[config.mk]
export PLATFORM = sky130hd
export DESIGN_NAME = uart_cmd_responder
export DESIGN_NICKNAME = d
export VERILOG_FILES = /design/src/rtl/uart_resp_pkg.sv /design/src/rtl/uart_cmd_responder.sv
export SDC_FILE = /design/constraint.sdc
export NUM_CORES = 1
export LEC_CHECK = 0
export ABC_CLOCK_PERIOD_IN_PS = 7250
export CORE_ASPECT_RATIO = 1.5
export CORE_MARGIN = 3
export CORE_UTILIZATION = 60
export CTS_BUF_LIST = sky130_fd_sc_hd__clkbuf_4 sky130_fd_sc_hd__clkbuf_8 sky130_fd_sc_hd__clkbuf_16
export CTS_CLUSTER_SIZE = 25
export DETAILED_ROUTE_END_ITERATION = 10
export GPL_TIMING_DRIVEN = 0
export HOLD_SLACK_MARGIN = 0.02
export PLACE_DENSITY = 0.89
export REMOVE_ABC_BUFFERS = 1
export SETUP_SLACK_MARGIN = 0.05
export SLEW_MARGIN = 10
export SYNTH_ARGS = -nofsm -noshare
export SYNTH_HDL_FRONTEND = slang
export SYNTH_SLANG_ARGS = --single-unit
[constraint.sdc]
create_clock -name clk -period 7.25 [get_ports clk]
set_clock_uncertainty 0.1 [all_clocks]
set_input_delay 1.8125 -clock clk [delete_from_list [all_inputs] [get_ports clk]]
set_output_delay 1.8125 -clock clk [all_outputs]
set_load 0.02 [all_outputs]
[src/rtl/uart_resp_pkg.sv]
// Shared types and byte constants for the UART command responder.
package uart_resp_pkg;

   typedef enum logic [2:0] {
      WAIT_SYNC,
      GET_CMD,
      GET_ADDR,
      GET_CHK,
      CHECK,
      CAPTURE,
      SEND,
      WAIT_DONE
   } state_t;

   localparam logic [7:0] REQ_SYNC  = 8'hA5;
   localparam logic [7:0] RESP_SYNC = 8'h5A;
   localparam logic [7:0] CMD_READ  = 8'h01;
   localparam logic [7:0] CMD_PING  = 8'h02;

   localparam logic [7:0] STATUS_OK      = 8'h00;
   localparam logic [7:0] STATUS_BADCHK  = 8'h01;
   localparam logic [7:0] STATUS_BADCMD  = 8'h02;
   localparam logic [7:0] STATUS_BADADDR = 8'h03;

   // Index of the last response byte (RCHK); the response is bytes 0..4.
   localparam logic [2:0] LAST_IDX = 3'd4;

endpackage

[src/rtl/uart_cmd_responder.sv]
// Parses 4-byte host requests (A5 CMD ADDR CHK), reads the register file and
// answers with a 5-byte frame (5A STATUS D_HI D_LO RCHK) through uart_tx.
module uart_cmd_responder
   import uart_resp_pkg::*;
#(
   parameter int          NUM_REGS       = 16,
   parameter int          TIMEOUT_CYCLES = 100000,
   parameter logic [15:0] PING_WORD      = 16'hC0DE
) (
   input  logic        clk,
   input  logic        rst,
   input  logic [7:0]  rx_data,
   input  logic        rx_valid,
   output logic        tx_start,
   output logic [7:0]  tx_data,
   input  logic        tx_busy,
   input  logic        tx_done,
   output logic        reg_rd,
   output logic [7:0]  reg_addr,
   input  logic [15:0] reg_rdata,
   output logic        busy,
   output logic        frame_err,
   output logic        overrun
);

   localparam int TW = $clog2(TIMEOUT_CYCLES + 1);

   state_t        state_q, state_d;
   logic [7:0]    cmd_q, cmd_d;
   logic [7:0]    addr_q, addr_d;
   logic [7:0]    chk_q, chk_d;
   logic [7:0]    status_q, status_d;
   logic [15:0]   data_q, data_d;
   logic [2:0]    idx_q, idx_d;
   logic [TW-1:0] timer_q, timer_d;
   logic          overrun_q, overrun_d;

   logic [7:0]    check_status;
   logic [7:0]    resp_byte;
   logic [TW-1:0] timer_inc;

   // Classify the captured request; checksum errors take priority over everything else.
   always_comb begin
      check_status = STATUS_OK;
      if ((cmd_q ^ addr_q) != chk_q) begin
         check_status = STATUS_BADCHK;
      end else if ((cmd_q != CMD_READ) && (cmd_q != CMD_PING)) begin
         check_status = STATUS_BADCMD;
      end else if ((cmd_q == CMD_READ) && ({24'd0, addr_q} >= $unsigned(NUM_REGS))) begin
         check_status = STATUS_BADADDR;
      end
   end

   // Select the response byte currently being sent; RCHK is formed on the fly.
   always_comb begin
      case (idx_q)
         3'd0:    resp_byte = RESP_SYNC;
         3'd1:    resp_byte = status_q;
         3'd2:    resp_byte = data_q[15:8];
         3'd3:    resp_byte = data_q[7:0];
         default: resp_byte = status_q ^ data_q[15:8] ^ data_q[7:0];
      endcase
   end

   // Next-state and output decode for the request/response sequencer.
   always_comb begin
      state_d   = state_q;
      cmd_d     = cmd_q;
      addr_d    = addr_q;
      chk_d     = chk_q;
      status_d  = status_q;
      data_d    = data_q;
      idx_d     = idx_q;
      timer_d   = timer_q;
      timer_inc = timer_q + TW'(1);
      tx_start  = 1'b0;
      tx_data   = 8'h00;
      reg_rd    = 1'b0;
      reg_addr  = 8'h00;
      frame_err = 1'b0;
      busy      = (state_q != WAIT_SYNC);
      overrun_d = rx_valid && ((state_q == CHECK) || (state_q == CAPTURE) ||
                               (state_q == SEND)  || (state_q == WAIT_DONE));

      case (state_q)
         WAIT_SYNC: begin
            idx_d   = 3'd0;
            timer_d = '0;
            if (rx_valid && (rx_data == REQ_SYNC)) begin
               state_d = GET_CMD;
            end
         end

         GET_CMD, GET_ADDR, GET_CHK: begin
            if (rx_valid) begin
               timer_d = '0;
               if (state_q == GET_CMD) begin
                  cmd_d   = rx_data;
                  state_d = GET_ADDR;
               end else if (state_q == GET_ADDR) begin
                  addr_d  = rx_data;
                  state_d = GET_CHK;
               end else begin
                  chk_d   = rx_data;
                  state_d = CHECK;
               end
            end else if (timer_inc == TW'(TIMEOUT_CYCLES - 1)) begin
               frame_err = 1'b1;
               timer_d   = '0;
               state_d   = WAIT_SYNC;
            end else begin
               timer_d = timer_inc;
            end
         end

         CHECK: begin
            status_d = check_status;
            data_d   = ((check_status == STATUS_OK) && (cmd_q == CMD_PING)) ? PING_WORD : 16'h0000;
            if (check_status == STATUS_BADCHK) begin
               frame_err = 1'b1;
            end
            if ((check_status == STATUS_OK) && (cmd_q == CMD_READ)) begin
               reg_rd   = 1'b1;
               reg_addr = addr_q;
               state_d  = CAPTURE;
            end else begin
               state_d = SEND;
            end
         end

         CAPTURE: begin
            data_d  = reg_rdata;
            state_d = SEND;
         end

         SEND: begin
            tx_data = resp_byte;
            if (!tx_busy) begin
               tx_start = 1'b1;
               state_d  = WAIT_DONE;
            end
         end

         WAIT_DONE: begin
            tx_data = resp_byte;
            if (tx_done) begin
               if (idx_q == LAST_IDX) begin
                  idx_d   = 3'd0;
                  state_d = WAIT_SYNC;
               end else begin
                  idx_d   = idx_q + 3'd1;
                  state_d = SEND;
               end
            end
         end

         default: begin
            state_d = WAIT_SYNC;
         end
      endcase
   end

   assign overrun = overrun_q;

   // State and datapath registers; reset abandons any frame or response in progress.
   always_ff @(posedge clk or posedge rst) begin
      if (rst) begin
         state_q   <= WAIT_SYNC;
         cmd_q     <= 8'h00;
         addr_q    <= 8'h00;
         chk_q     <= 8'h00;
         status_q  <= 8'h00;
         data_q    <= 16'h0000;
         idx_q     <= 3'd0;
         timer_q   <= '0;
         overrun_q <= 1'b0;
      end else begin
         state_q   <= state_d;
         cmd_q     <= cmd_d;
         addr_q    <= addr_d;
         chk_q     <= chk_d;
         status_q  <= status_d;
         data_q    <= data_d;
         idx_q     <= idx_d;
         timer_q   <= timer_d;
         overrun_q <= overrun_d;
      end
   end

endmodule

==> results of run 1 <==
[logic make-up after synthesis]
family / Yosys count / synth area share
AOI/OAI and AO/OA: 71 / 0.1230
xor gates and xnor gates: 26 / 0.07683
adders and majority gates: 7 / 0.02168
buffers and inverters: 39 / 0.05328
DFF: 66 / 0.4089
muxes: 26 / 0.07187
other: 1 / 0.0009285
and+or+nand+nor: 184 / 0.2435
[synthesized netlist by cell type, types with 3 or more instances]
| master | instances |
|---|---|
| clkbuf_1 | 12 |
| xor2_1 | 7 |
| xnor3_1 | 6 |
| nor4_1 | 4 |
| nand2_1 | 65 |
| nand3_1 | 33 |
| a31oi_1 | 4 |
| inv_1 | 14 |
| nor2b_1 | 5 |
| a211oi_1 | 3 |
| nor2_1 | 28 |
| o21ai_0 | 24 |
| nand4_1 | 7 |
| dfrtp_1 | 66 |
| and2_1 | 6 |
| xnor2_1 | 13 |
| a221oi_1 | 5 |
| o211ai_1 | 4 |
| a21oi_1 | 9 |
| buf_4 | 6 |
| buf_6 | 6 |
| mux2_2 | 24 |
| nor4_2 | 3 |
| ha_1 | 7 |
| nand3b_1 | 3 |
| nor3_1 | 5 |
[per-stage QoR]
step           cells  power, W
4_1_cts          535  0.001487
5_1_grt          535  0.001576
2_1_floorplan    398  0.001010
6_report         535  0.001482
3_5_place_dp     519  0.001162
3_3_place_gp     519  0.001127
[worst paths after layout]
| kind | from | end |
|---|---|---|
| min in group asynchronous | rst | data_q[15] |
| worst max-delay path | rx_valid | frame_err |
| worst max register to register | timer_q[0] | timer_q[7] |
| worst min-delay path | data_q[5] | data_q[5] |
| max in group asynchronous | rst | timer_q[10] |
| worst min register to register | data_q[5] | data_q[5] |
[power breakdown]
part	internal, W	switching (W)
Combinational	0.000280	0.000234
Sequential	0.000492	0.000152
Clock	0.000181	0.000143
[state kept, by name, summed over array words and instances (netlist names)]
register  count
data_q       16
cmd_q         8
addr_q        8
timer_q      17
status_q      2
state_q       3
overrun       1
chk_q         8
idx_q         3
[layer usage]
metal	GRT usage	part of all wire
met5	0	0
met1	0.2966	0.40
met2	0.4334	0.54
met4	0.09103	0.017
met3	0.05203	0.041
[final cells by class]
| type | count | area share |
|---|---|---|
| multi-input cells | 318 | 0.4704 |
| clock buffers | 12 | 0.03419 |
| well taps | 76 | 0.02046 |
| flip-flops and latches | 66 | 0.3554 |
| repair buffers | 45 | 0.09693 |
| clock inverters | 4 | 0.01077 |
| inverters | 14 | 0.01185 |
[layout by cell type (no fill, tap or decap), types with 3 or more instances in the layout]
cell	netlist	layout
a211oi_1	3	3
a21oi_1	9	9
a221oi_1	5	5
a31oi_1	4	4
and2_1	6	6
clkbuf_8	0	11
clkdlybuf4s50_1	0	45
conb_1	1	4
dfrtp_1	66	66
ha_1	7	7
inv_1	14	13
mux2_2	24	24
nand2_1	65	65
nand3_1	33	33
nand3b_1	3	3
nand4_1	7	7
nor2_1	28	28
nor2b_1	5	4
nor3_1	5	5
nor4_1	4	4
nor4_2	3	3
o211ai_1	4	4
o21ai_0	24	24
xnor2_1	13	13
xnor3_1	6	6
xor2_1	7	7
[worst max-delay path: cells and delay by family]
| family | cells | cell delay, ns |
|---|---|---|
| compound gates | 2 | 0.52 |
| simple gates | 2 | 1.07 |
| buf+inv | 2 | 1.21 |
==> out/results.ini, run 1 <==
[synthesis]
ys_types=66
ys_seq_elements=66
syn_area_per_cell_sq_um=9.616
mappedNetlistArea_sq_um=4039
synth.yosys.seq_area_share=0.4089
synth_ff_type=dfrtp_1
synth_area_leader_cell=dfrtp_1
synth_edf_count=0
synthCells=420
async_flop_share=1.000
yosys_warnings=0
synth.top_cell.area_share=0.4089
synth_area_leaders=dfrtp_1, mux2_2, nand2_1

[drt]
firstDrtPassIters=4
dr_total_vias=3222
drt_iter0_drc=241
ant_nets=0
viasPerCell=6.022
wl_per_cell_um=16.93
routed_wl_um=9057
drc=0

[setup_path]
worstPathRequired_ns=5.34
start_kind=input pin
reg2reg_depth=8
critPathMaxStageDelay_ns=0.94
cp_cell_sequence=clkdlybuf4s50_1 -> o21bai_1 -> nor2_1 -> nand2_1 -> o22ai_1 -> clkdlybuf4s50_1
reg2reg_slack_ns=4.17
worstSetupPathType=input pin to primary output
cp_data_arrival_time_ns=4.61
crit_top_cell=clkdlybuf4s50_1
cp_slowest_cell=nor2_1
critPathMaxFanout=17
end_kind=primary output

[sta]
fmax_ghz=0.1533
worstMarginPinSlew_ns=1.184
slew-limit-headroom=0.2074
rsz0062_at_grt=no
setup_viol=0
hold_viol=0
drv_slew=0
setup_tns_ns=0
fin_hold_ws_ns=0.4021
fin_crit_ns=6.523
setup_ws_ns=0.7268
post-route-period-util=0.8998

[clock_tree]
root_buffer=clkbuf_8
cts_htree_levels=3
cts_tree=yes
cts_setup_buffers=0
cts.sinks=66
clk_pin_slew_worst_paths_ns=0.06
post_cts_resized=0
worst_skew_pair.late_latency_ns=0.35
cts.path.max_buffers=2
ctsHoldBuffers=0
cts_buffers=9

[cells_and_area]
nets=490
fin_util=0.7115
syn_to_final_growth_pct=15.06
fillers=486
multi_input_area_sq_um=2186
final_cell_area_sq_um=4647
antenna_cells=0
regArea_sq_um=1652
drive_gt1_frac=0.1416

[die]
num_rows=36
dieArea_sq_um=7772
die_w_um=72.99
initial_core_util=0.6184
die_h_um=106.5
core_area_sq_um=6531
ios=50

[global_route]
antenna_found_initial=0
grt_pass1_vias=3223
grt_pass1_wl_um=15150
grt_max_degree=67
gr-total-overflow=0
grt_usage=0.2496

[power_and_ir_drop]
irDropWorstVdd_mv=0.1716
p_per_area_nw_per_um2=319.0
p_leak_nw=1.954

[placement]
post-place-ws_ns=0.7611
dp.final_hpwl_um=6411
place_area_sq_um=4436
port_buffers=45
place.gp.congestion=0.8615

[outcome]
status=complete, no violations

[worst_hold_path]
hold_class=flop to flop
worstHoldPathCells=2

[job]
drv_cap=0

Power figures use the tool's default switching activity.
==> run 2: changes to the inputs <==
- CTS_BUF_LIST: sky130_fd_sc_hd__clkbuf_4 sky130_fd_sc_hd__clkbuf_8 sky130_fd_sc_hd__clkbuf_16 -> sky130_fd_sc_hd__clkbuf_16
==> run 2 against run 1 <==
Core utilization is 1.2 points higher; combinational power hardly changed; clock-buffer cell count is 3 lower; non-clock buffer count stayed put; die area stayed put; final area is 1.7% higher; total power is 6.7% higher; flip-flop and latch count stayed put; fmax is 0.27% higher; critical endpoint unchanged; largest cell class unchanged; largest power group unchanged; highest routed layer unchanged.
==> out/results.ini, run 2 (same netlist as run 1, synthesis figures left out) <==
[clock_tree]
post_cts_resized=0  ; unchanged
worst_skew_pair.late_latency_ns=0.33  ; -0.02 ns
cts_htree_levels=3  ; unchanged
cts.path.max_buffers=2  ; unchanged
root_buffer=clkbuf_16
cts.sinks=66  ; unchanged
cts_setup_buffers=0  ; unchanged
ctsHoldBuffers=0  ; unchanged
cts_buffers=9  ; unchanged
clk_pin_slew_worst_paths_ns=0.05  ; about the same
cts_tree=yes

[setup_path]
critPathMaxFanout=17  ; unchanged
r2r-end=timer_q[7]
worstSetupPathType=input pin to primary output
end_kind=primary output
cp-startpoint=rx_valid
r2r-start=timer_q[0]
reg2reg_slack_ns=4.20  ; +0.03 ns
reg2reg_depth=8  ; unchanged
cp_cell_sequence=clkdlybuf4s50_1 -> o21bai_1 -> nor2_1 -> nand2_1 -> o22ai_1 -> clkdlybuf4s50_1
crit_top_cell=clkdlybuf4s50_1
critPathMaxStageDelay_ns=0.91  ; -0.03 ns
worstPathRequired_ns=5.34  ; about the same
cp_data_arrival_time_ns=4.59  ; -0.02 ns
start_kind=input pin
critPathCapture=frame_err
cp_slowest_cell=nor2_1

[job]
drv_cap=0  ; unchanged

[cells_and_area]
final_cell_area_sq_um=4725  ; +1.7%
largest_reg_flops=17  ; unchanged
mostFrequentLayoutCells=dfrtp_1, nand2_1, clkdlybuf4s50_1
regArea_sq_um=1652  ; unchanged
reg_top3=timer_q x17, data_q x16
regMostFlops=timer_q
fillers=471  ; -3.1%
final_common_cell=dfrtp_1
syn_to_final_growth_pct=16.98
drive_gt1_frac=0.1351  ; -0.006536
antenna_cells=0  ; unchanged
nets=490  ; unchanged
multi_input_area_sq_um=2186  ; unchanged

[power_and_ir_drop]
irDropWorstVdd_mv=0.2024  ; +18%
switching_share=0.3460  ; -0.01126
pwr-share-seq=0.410  ; -0.024
p_sw_w=0.0005472  ; +3.3%
p_leak_nw=1.990  ; +1.8%
p_clk_frac=0.264  ; +0.045
p_per_area_nw_per_um2=334.7  ; +4.9%
internal_power_w=0.001034  ; +8.6%
comb_power_share=0.327  ; -0.020

[drt]
drc=0  ; unchanged
ant_nets=0  ; unchanged
firstDrtPassIters=6  ; +2
viasPerCell=6.077  ; +0.90%
routed_wl_um=9251  ; +2.1%
wl_per_cell_um=17.29  ; +2.1%
drt_iter0_drc=252  ; +4.6%
dr_total_vias=3251  ; +0.90%

[worst_hold_path]
hold_class=flop to flop

[global_route]
grt_pass1_vias=3288  ; +2.0%
grt_usage=0.2562  ; +0.006591
grt_pass1_wl_um=15460  ; +2.1%
gr-total-overflow=0  ; unchanged
antenna_found_initial=0  ; unchanged
grt_max_degree=67  ; unchanged

[sta]
fin_hold_ws_ns=0.4009  ; -0.001176 ns
hold_viol=0  ; unchanged
drv_slew=0  ; unchanged
fin_crit_ns=6.506  ; -0.01740 ns
rsz0062_at_grt=no
worstMarginPinSlew_ns=1.148  ; -0.03602 ns
fmax_ghz=0.1537  ; +0.27%
slew-limit-headroom=0.2315  ; +0.02410
setup_viol=0  ; unchanged
setup_tns_ns=0  ; unchanged
post-route-period-util=0.8974  ; -0.002399

[die]
dieArea_sq_um=7772  ; unchanged
die_h_um=106.5  ; unchanged
core_area_sq_um=6531  ; unchanged
ios=50  ; unchanged
num_rows=36  ; unchanged
initial_core_util=0.6184  ; unchanged
die_w_um=72.99  ; unchanged

[placement]
place_area_sq_um=4436  ; unchanged
place.gp.congestion=0.8615  ; unchanged
port_buffers=45  ; unchanged
dp.final_hpwl_um=6411  ; unchanged

[outcome]
status=complete, no violations

-- run 2: changes by cell type in the layout (fill, tap and decap cells not counted), sizes merged --
cell and change:
clkbuf -3, clkinv +2, inv +1
-- run 2: worst min path at each step --
stage	cells after the start	start	to
3_5_place_dp	2	data_q[5]	data_q[5]
6_report	2	data_q[5]	data_q[5]
3_3_place_gp	2	data_q[5]	data_q[5]
4_1_cts	2	data_q[5]	data_q[5]
5_1_grt	1	chk_q[1]	chk_q[1]
2_1_floorplan	2	data_q[8]	data_q[8]
-- run 2: worst max-delay path, delay by kind of cell --
family / cells / cell delay [ns]
simple gates: 2 / 1.04
compound gates: 2 / 0.53
buf+inv: 2 / 1.21
-- run 2: power groups by stage --
stage               clock [W]  sequential (W)  combinational (W)
finish               0.000417        0.000648           0.000517
detailed placement          0        0.000648           0.000514
CTS                  0.000423        0.000645           0.000520
floorplan                   0        0.000603           0.000407
global placement            0        0.000635           0.000492
global route         0.000438        0.000667           0.000569
-- run 2: cell type report --
cell class / count / share of cell area
Multi-Input combinational cell: 318 / 0.4627
Sequential cell: 66 / 0.3496
Timing Repair Buffer: 45 / 0.09534
Clock buffer: 9 / 0.04767
Tap cell: 76 / 0.02013
Clock inverter: 7 / 0.01298
Inverter: 14 / 0.01165
-- run 2: per-layer routing --
layer / track usage / part of all wire / up-vias
met1: 0.2890 / 0.39 / 1573
li1: - / - / 1548
met5: 0 / 0 / -
met4: 0.1003 / 0.021 / 0
met3: 0.05960 / 0.050 / 25
met2: 0.4533 / 0.54 / 105
-- run 2: per-stage QoR --
step                power (W)  cells  utilization  setup slack [ns]
CTS                  0.001587    535       0.7230            0.7513
finish               0.001581    535       0.7234            0.7442
global route         0.001674    535       0.7234            0.5945
global placement     0.001127    519       0.6787            0.8680
floorplan            0.001010    398            -             2.296
detailed placement   0.001162    519       0.6791            0.7611
==> run 3: changes to the inputs <==
- CTS_CLUSTER_SIZE: 25 -> unset
==> results of run 3 <==
Final layout, timing and power as in run 2 (identical DEF).
